### src/rtl/alu_pkg.sv
// rtl/alu_pkg.sv - shared ALU constants and the sequential shifter state type
// Contents:
//   ALU_WIDTH   default datapath width (32)
//   lsl_state_t IDLE / SHIFT / DONE states of the sequential left shifter
package alu_pkg;

    localparam int ALU_WIDTH = 32;

    typedef enum logic [1:0] {
        IDLE  = 2'd0,
        SHIFT = 2'd1,
        DONE  = 2'd2
    } lsl_state_t;

endpackage

### src/rtl/lsl_seq_if.sv
// rtl/lsl_seq_if.sv - request/result bundle for the sequential left shifter
// Signals:
//   start   request pulse, sampled only while the shifter is idle
//   num     operand, captured on the accepted start edge
//   shifts  left-shift amount 0..WIDTH-1, captured with num
//   shifted registered result (zeros enter at the LSB)
//   c_out   registered carry: last bit shifted out of the MSB
//   busy    operation in progress
//   done    one-cycle pulse marking shifted/c_out valid
// Modports: master drives the request, slave is the shifter.
interface lsl_seq_if
    import alu_pkg::*;
#(
    parameter int WIDTH = ALU_WIDTH,
    parameter int SHW   = $clog2(WIDTH)
);
    logic             start;
    logic [WIDTH-1:0] num;
    logic [SHW-1:0]   shifts;
    logic [WIDTH-1:0] shifted;
    logic             c_out;
    logic             busy;
    logic             done;

    modport master (
        output start, num, shifts,
        input  shifted, c_out, busy, done
    );

    modport slave (
        input  start, num, shifts,
        output shifted, c_out, busy, done
    );
endinterface

### src/rtl/lsl_seq.sv
// rtl/lsl_seq.sv - sequential logical-shift-left unit, one bit per clock
// Ports:
//   clk  rising-edge clock
//   rst  asynchronous active-high reset; clears state, acc, cnt and carry
//   bus  lsl_seq_if slave: start/num/shifts in, shifted/c_out/busy/done out
// An accepted start loads the operand; SHIFT moves it left one bit per edge
// until the count is used up, then DONE pulses for a single cycle.
module lsl_seq
    import alu_pkg::*;
#(
    parameter int WIDTH = ALU_WIDTH,
    parameter int SHW   = $clog2(WIDTH)
) (
    input  logic      clk,
    input  logic      rst,
    lsl_seq_if.slave  bus
);

    lsl_state_t       state, state_nxt;
    logic [WIDTH-1:0] acc, acc_nxt;
    logic [SHW-1:0]   cnt, cnt_nxt;
    logic             carry, carry_nxt;

    always_ff @(posedge clk or posedge rst) begin
        if (rst) begin
            state <= IDLE;
            acc   <= '0;
            cnt   <= '0;
            carry <= 1'b0;
        end else begin
            state <= state_nxt;
            acc   <= acc_nxt;
            cnt   <= cnt_nxt;
            carry <= carry_nxt;
        end
    end

    always_comb begin
        state_nxt = state;
        acc_nxt   = acc;
        cnt_nxt   = cnt;
        carry_nxt = carry;
        case (state)
            IDLE: begin
                if (bus.start) begin
                    acc_nxt   = bus.num;
                    cnt_nxt   = bus.shifts;
                    carry_nxt = 1'b0;
                    // A zero-length shift skips SHIFT so cnt never wraps.
                    state_nxt = (bus.shifts != '0) ? SHIFT : DONE;
                end
            end
            SHIFT: begin
                acc_nxt   = {acc[WIDTH-2:0], 1'b0};
                carry_nxt = acc[WIDTH-1];
                cnt_nxt   = cnt - SHW'(1);
                if (cnt == SHW'(1)) begin
                    state_nxt = DONE;
                end
            end
            DONE: begin
                state_nxt = IDLE;
            end
            default: begin
                state_nxt = IDLE;
            end
        endcase
    end

    assign bus.shifted = acc;
    assign bus.c_out   = carry;
    assign bus.busy    = (state != IDLE);
    assign bus.done    = (state == DONE);

endmodule

### src/flat_wrapper.sv
// flat-port wrapper written by rule: the top's interface ports become plain ports
module lsl_seq_flat import alu_pkg::*;
#(
    parameter int WIDTH = ALU_WIDTH,
    parameter int SHW   = $clog2(WIDTH)
)
  (clk, rst, bus_start, bus_num, bus_shifts, bus_shifted, bus_c_out, bus_busy, bus_done);
  lsl_seq_if #(.WIDTH(WIDTH), .SHW(SHW)) bus_i ();
  input  logic clk;
  input  logic rst;
  input wire logic [$bits(bus_i.start)-1:0] bus_start;
  input wire logic [$bits(bus_i.num)-1:0] bus_num;
  input wire logic [$bits(bus_i.shifts)-1:0] bus_shifts;
  output wire logic [$bits(bus_i.shifted)-1:0] bus_shifted;
  output wire logic [$bits(bus_i.c_out)-1:0] bus_c_out;
  output wire logic [$bits(bus_i.busy)-1:0] bus_busy;
  output wire logic [$bits(bus_i.done)-1:0] bus_done;
  assign bus_i.start = bus_start;
  assign bus_i.num = bus_num;
  assign bus_i.shifts = bus_shifts;
  assign bus_shifted = bus_i.shifted;
  assign bus_c_out = bus_i.c_out;
  assign bus_busy = bus_i.busy;
  assign bus_done = bus_i.done;
  lsl_seq #(.WIDTH(WIDTH), .SHW(SHW)) u_core (.clk(clk), .rst(rst), .bus(bus_i));
endmodule
### config.mk
export PLATFORM = sky130hd
export DESIGN_NAME = lsl_seq_flat
export DESIGN_NICKNAME = d
export VERILOG_FILES = /design/src/rtl/alu_pkg.sv /design/src/rtl/lsl_seq_if.sv /design/src/rtl/lsl_seq.sv /design/src/flat_wrapper.sv
export SDC_FILE = /design/constraint.sdc
export NUM_CORES = 1
export LEC_CHECK = 0
export CORE_MARGIN = 2
export CORE_UTILIZATION = 41
export DETAILED_ROUTE_END_ITERATION = 10
export DONT_BUFFER_PORTS = 1
export PLACE_DENSITY = 0.51
export SYNTH_ARGS = -nofsm -noshare
export SYNTH_HDL_FRONTEND = slang
export SYNTH_SLANG_ARGS = --single-unit
### constraint.sdc
create_clock -name clk -period 4.6 [get_ports clk]
set_input_delay 1.38 -clock clk [delete_from_list [all_inputs] [get_ports clk]]
set_output_delay 1.38 -clock clk [all_outputs]
set_load 0.05 [all_outputs]
==> flow_summary.json <==
{
  "outcome": "complete, no violations",
  "synth_edf_count": 0,
  "vias": 1344,
  "wire_per_inst_um": 16.00,
  "coreArea_mm2": 0.004692,
  "htree_levels": 2,
  "antenna_left": 0,
  "critPathArrivalTime_ps": 1660,
  "die_area_mm2": 0.005438,
  "synth_sequential_area_ratio_pct": 50.19,
  "r2r-start": "u_core.state[0]$_DFFE_PP0P_",
  "ys_top_cells_by_count": "dfrtp_1 (40), mux2i_1 (34), nand2_1 (33)",
  "pre_cts_ws_ps": 1682,
  "slew_headroom_pct": 22.04,
  "total_power_mw": 1.757,
  "top_usage_layer": "met2",
  "cp_top_family": "simple AND/OR/NAND/NOR gates",
  "nets": 230,
  "cts_tree": "done",
  "synth_area_mm2": 0.001994,
  "power_frac_comb_pct": 22.4,
  "clk_path_buf_depth": 2,
  "nFillCells": 445,
  "synth_most_common_cell": "dfrtp_1",
  "root_buffer": "clkbuf_8",
  "vdd_ir_drop_max_v": 0.0002977,
  "cts_resized": 0,
  "syn_nets": 234,
  "min_from": "u_core.cnt[0]$_DFFE_PP0P_",
  "power_density_mw_per_mm2": 838.5,
  "drt-pass1-iter-count": 4,
  "die_height_um": 73.75,
  "grt_overflow_total": 0,
  "switching_share_pct": 52.79,
  "yosysWarnings": 0,
  "synth_top_area_cell": "dfrtp_1",
  "area.sequential_mm2": 0.001001,
  "hold_class": "flip-flop to flip-flop",
  "start_util_pct": 42.51,
  "finalHoldViolCount": 0,
  "fmax_mhz": 328.7,
  "synth_flop_cell": "dfrtp_1",
  "antenna_found_initial": 0,
  "clk_latency_ps": 290,
  "crit_buf_inv": 0,
  "diodes": 0,
  "synth_top_area_share_pct": 50.19,
  "clkTransAtPathRegs_ps": 70,
  "multi_input_comb_area_um2": 882.1,
  "grt_max_degree": 41,
  "grt_pass1_wl_mm": 6.389,
  "ctsHoldBuffers": 0,
  "seq_power_share_pct": 61.6,
  "ys_seq_elements": 40,
  "cts_sinks": 40,
  "grt_pass1_vias": 1346,
  "netSwitchingPower_uw": 927.7,
  "grtUsageMet3_pct": 5.487,
  "drc": 0,
  "synthTopCellsByArea": "dfrtp_1 (50%), mux2i_1 (17%), o21ai_1 (7.5%)",
  "cp-end-kind": "output pin",
  "fin_worst_skew_ps": 7.361,
  "period_needed_ps": 3043,
  "cp_max_fo": 11,
  "rsz0062_at_grt": "no",
  "wirelength_mm": 3.889,
  "synth_cell_types": 33,
  "numPortBuffers": 0,
  "clockPowerShare_pct": 15.9,
  "grt_use_total_pct": 15.49,
  "tightest_slew_ps": 1167,
  "worstPathCellList": "nor2b_1",
  "setup_ws_ps": 1557,
  "grt_use_met2_pct": 24.60,
  "worstPathRequired_ps": 3220,
  "setup-tns-final_ps": 0,
  "setup_violations": 0,
  "crit_slowest_cell": "nor2b_1",
  "internal-power_uw": 829.5,
  "io_pins": 75,
  "place_hpwl_mm": 2.761,
  "cts_buffers": 5,
  "crit_start": "u_core.state[1]$_DFFE_PP0P_",
  "synth_cells": 192,
  "cap_viol_max_count": 0,
  "p_leak_nw": 1.001,
  "post_cts_buffers": 0,
  "crit_type": "flip-flop to output pin",
  "gp_congestion": 0.7726,
  "dr.first_iter.drc_count": 73,
  "met1_usage_pct": 19.22,
  "rows": 25,
  "slowest_delay_ps": 800,
  "slew_violations": 0,
  "avgSynthCellArea_um2": 10.39,
  "r2r_setup_slack_ps": 2530,
  "syn_to_final_growth_pct": 5.082,
  "fin_crit_sh_pct": 66.14,
  "die_width_um": 73.75,
  "synthArstFlopShare_pct": 100.0,
  "critPathLaunchType": "flip-flop",
  "vias_per_cell": 5.531,
  "drive_gt1_share_pct": 7.937
}
## power groups by stage
stage / registers, mW / clock network, mW / logic, mW
finish: 1.08 / 0.280 / 0.394
global route: 1.11 / 0.308 / 0.462
CTS: 1.09 / 0.292 / 0.404
detailed placement: 1.09 / 0 / 0.406
global placement: 1.09 / 0 / 0.385
floorplan: 1.04 / 0 / 0.364
## worst paths after layout
kind | to | depth (start not counted)
setup / recovery | bus_done | 1
setup reg to reg | u_core.cnt[4]$_DFFE_PP0P_ | 4
hold reg to reg | u_core.cnt[0]$_DFFE_PP0P_ | 2
max in group asynchronous | u_core.bus.shifted[27]$_DFFE_PP0P_ | 2
hold / removal | u_core.cnt[0]$_DFFE_PP0P_ | 2
min in group asynchronous | u_core.bus.shifted[8]$_DFFE_PP0P_ | 2
## tightest hold or removal path: cells and delay by family (launching register included)
| family | cells | cell delay, ps |
|---|---|---|
| AND/OR/NAND/NOR | 1 | 70 |
| flip-flops | 1 | 410 |
| AO/OA/AOI/OAI | 1 | 70 |
## cells by family (layout without fill, tap and decap cells)
kind of cell / count (synthesis) / count (layout) / share of synthesized area (%)
simple gates: 53 / 53 / 12.67
mux: 34 / 34 / 17.06
flops: 40 / 40 / 50.19
compound gates: 44 / 44 / 12.61
buf+inv: 19 / 16 / 6.210
fa+ha+maj: 2 / 2 / 1.255
## stage by stage
stage	utilization, %	std cells	instance area (µm²)	hold WS [ps]
finish	44.67	243	2096	591.4
global route	44.67	243	2096	611.0
CTS	44.67	243	2096	591.0
detailed placement	42.37	235	1988	573.7
global placement	42.37	235	1988	554.2
floorplan	-	192	1994	525.0
## layout by cell type (no fill, tap or decap), types with 2 or more instances in the layout
master	count
nor4b_1	2
mux2i_1	34
o21ai_1	30
o21ai_0	2
a21oi_1	3
inv_1	6
nor2_1	3
clkbuf_8	5
nor2b_1	2
o21bai_1	2
buf_4	2
nor3_1	4
nand2_1	33
ha_1	2
dfrtp_1	40
nor2b_4	2
## per-layer routing
layer  part of all wire [%]  routed length (µm)  up-vias
met5                      0                   0        -
met4                    1.3                  51        0
met3                    8.3                 321        5
met2                     48                1851       47
met1                     43                1665      637
li1                       -                   -      655
## area by class of cell
| class | instances | area share (%) |
|---|---|---|
| Sequential cell | 40 | 47.76 |
| Timing Repair Buffer | 2 | 0.7164 |
| Tap cell | 54 | 3.224 |
| Inverter | 6 | 1.075 |
| Multi-Input combinational cell | 133 | 42.09 |
| Clock buffer | 6 | 3.463 |
| Clock inverter | 2 | 1.672 |
## sequential cells by signal, indices dropped and copies added (netlist names)
register and count:
u_core.bus.shifted 32, u_core.state 2, u_core.bus.c_out 1, u_core.cnt 5
Power figures use the tool's default switching activity.
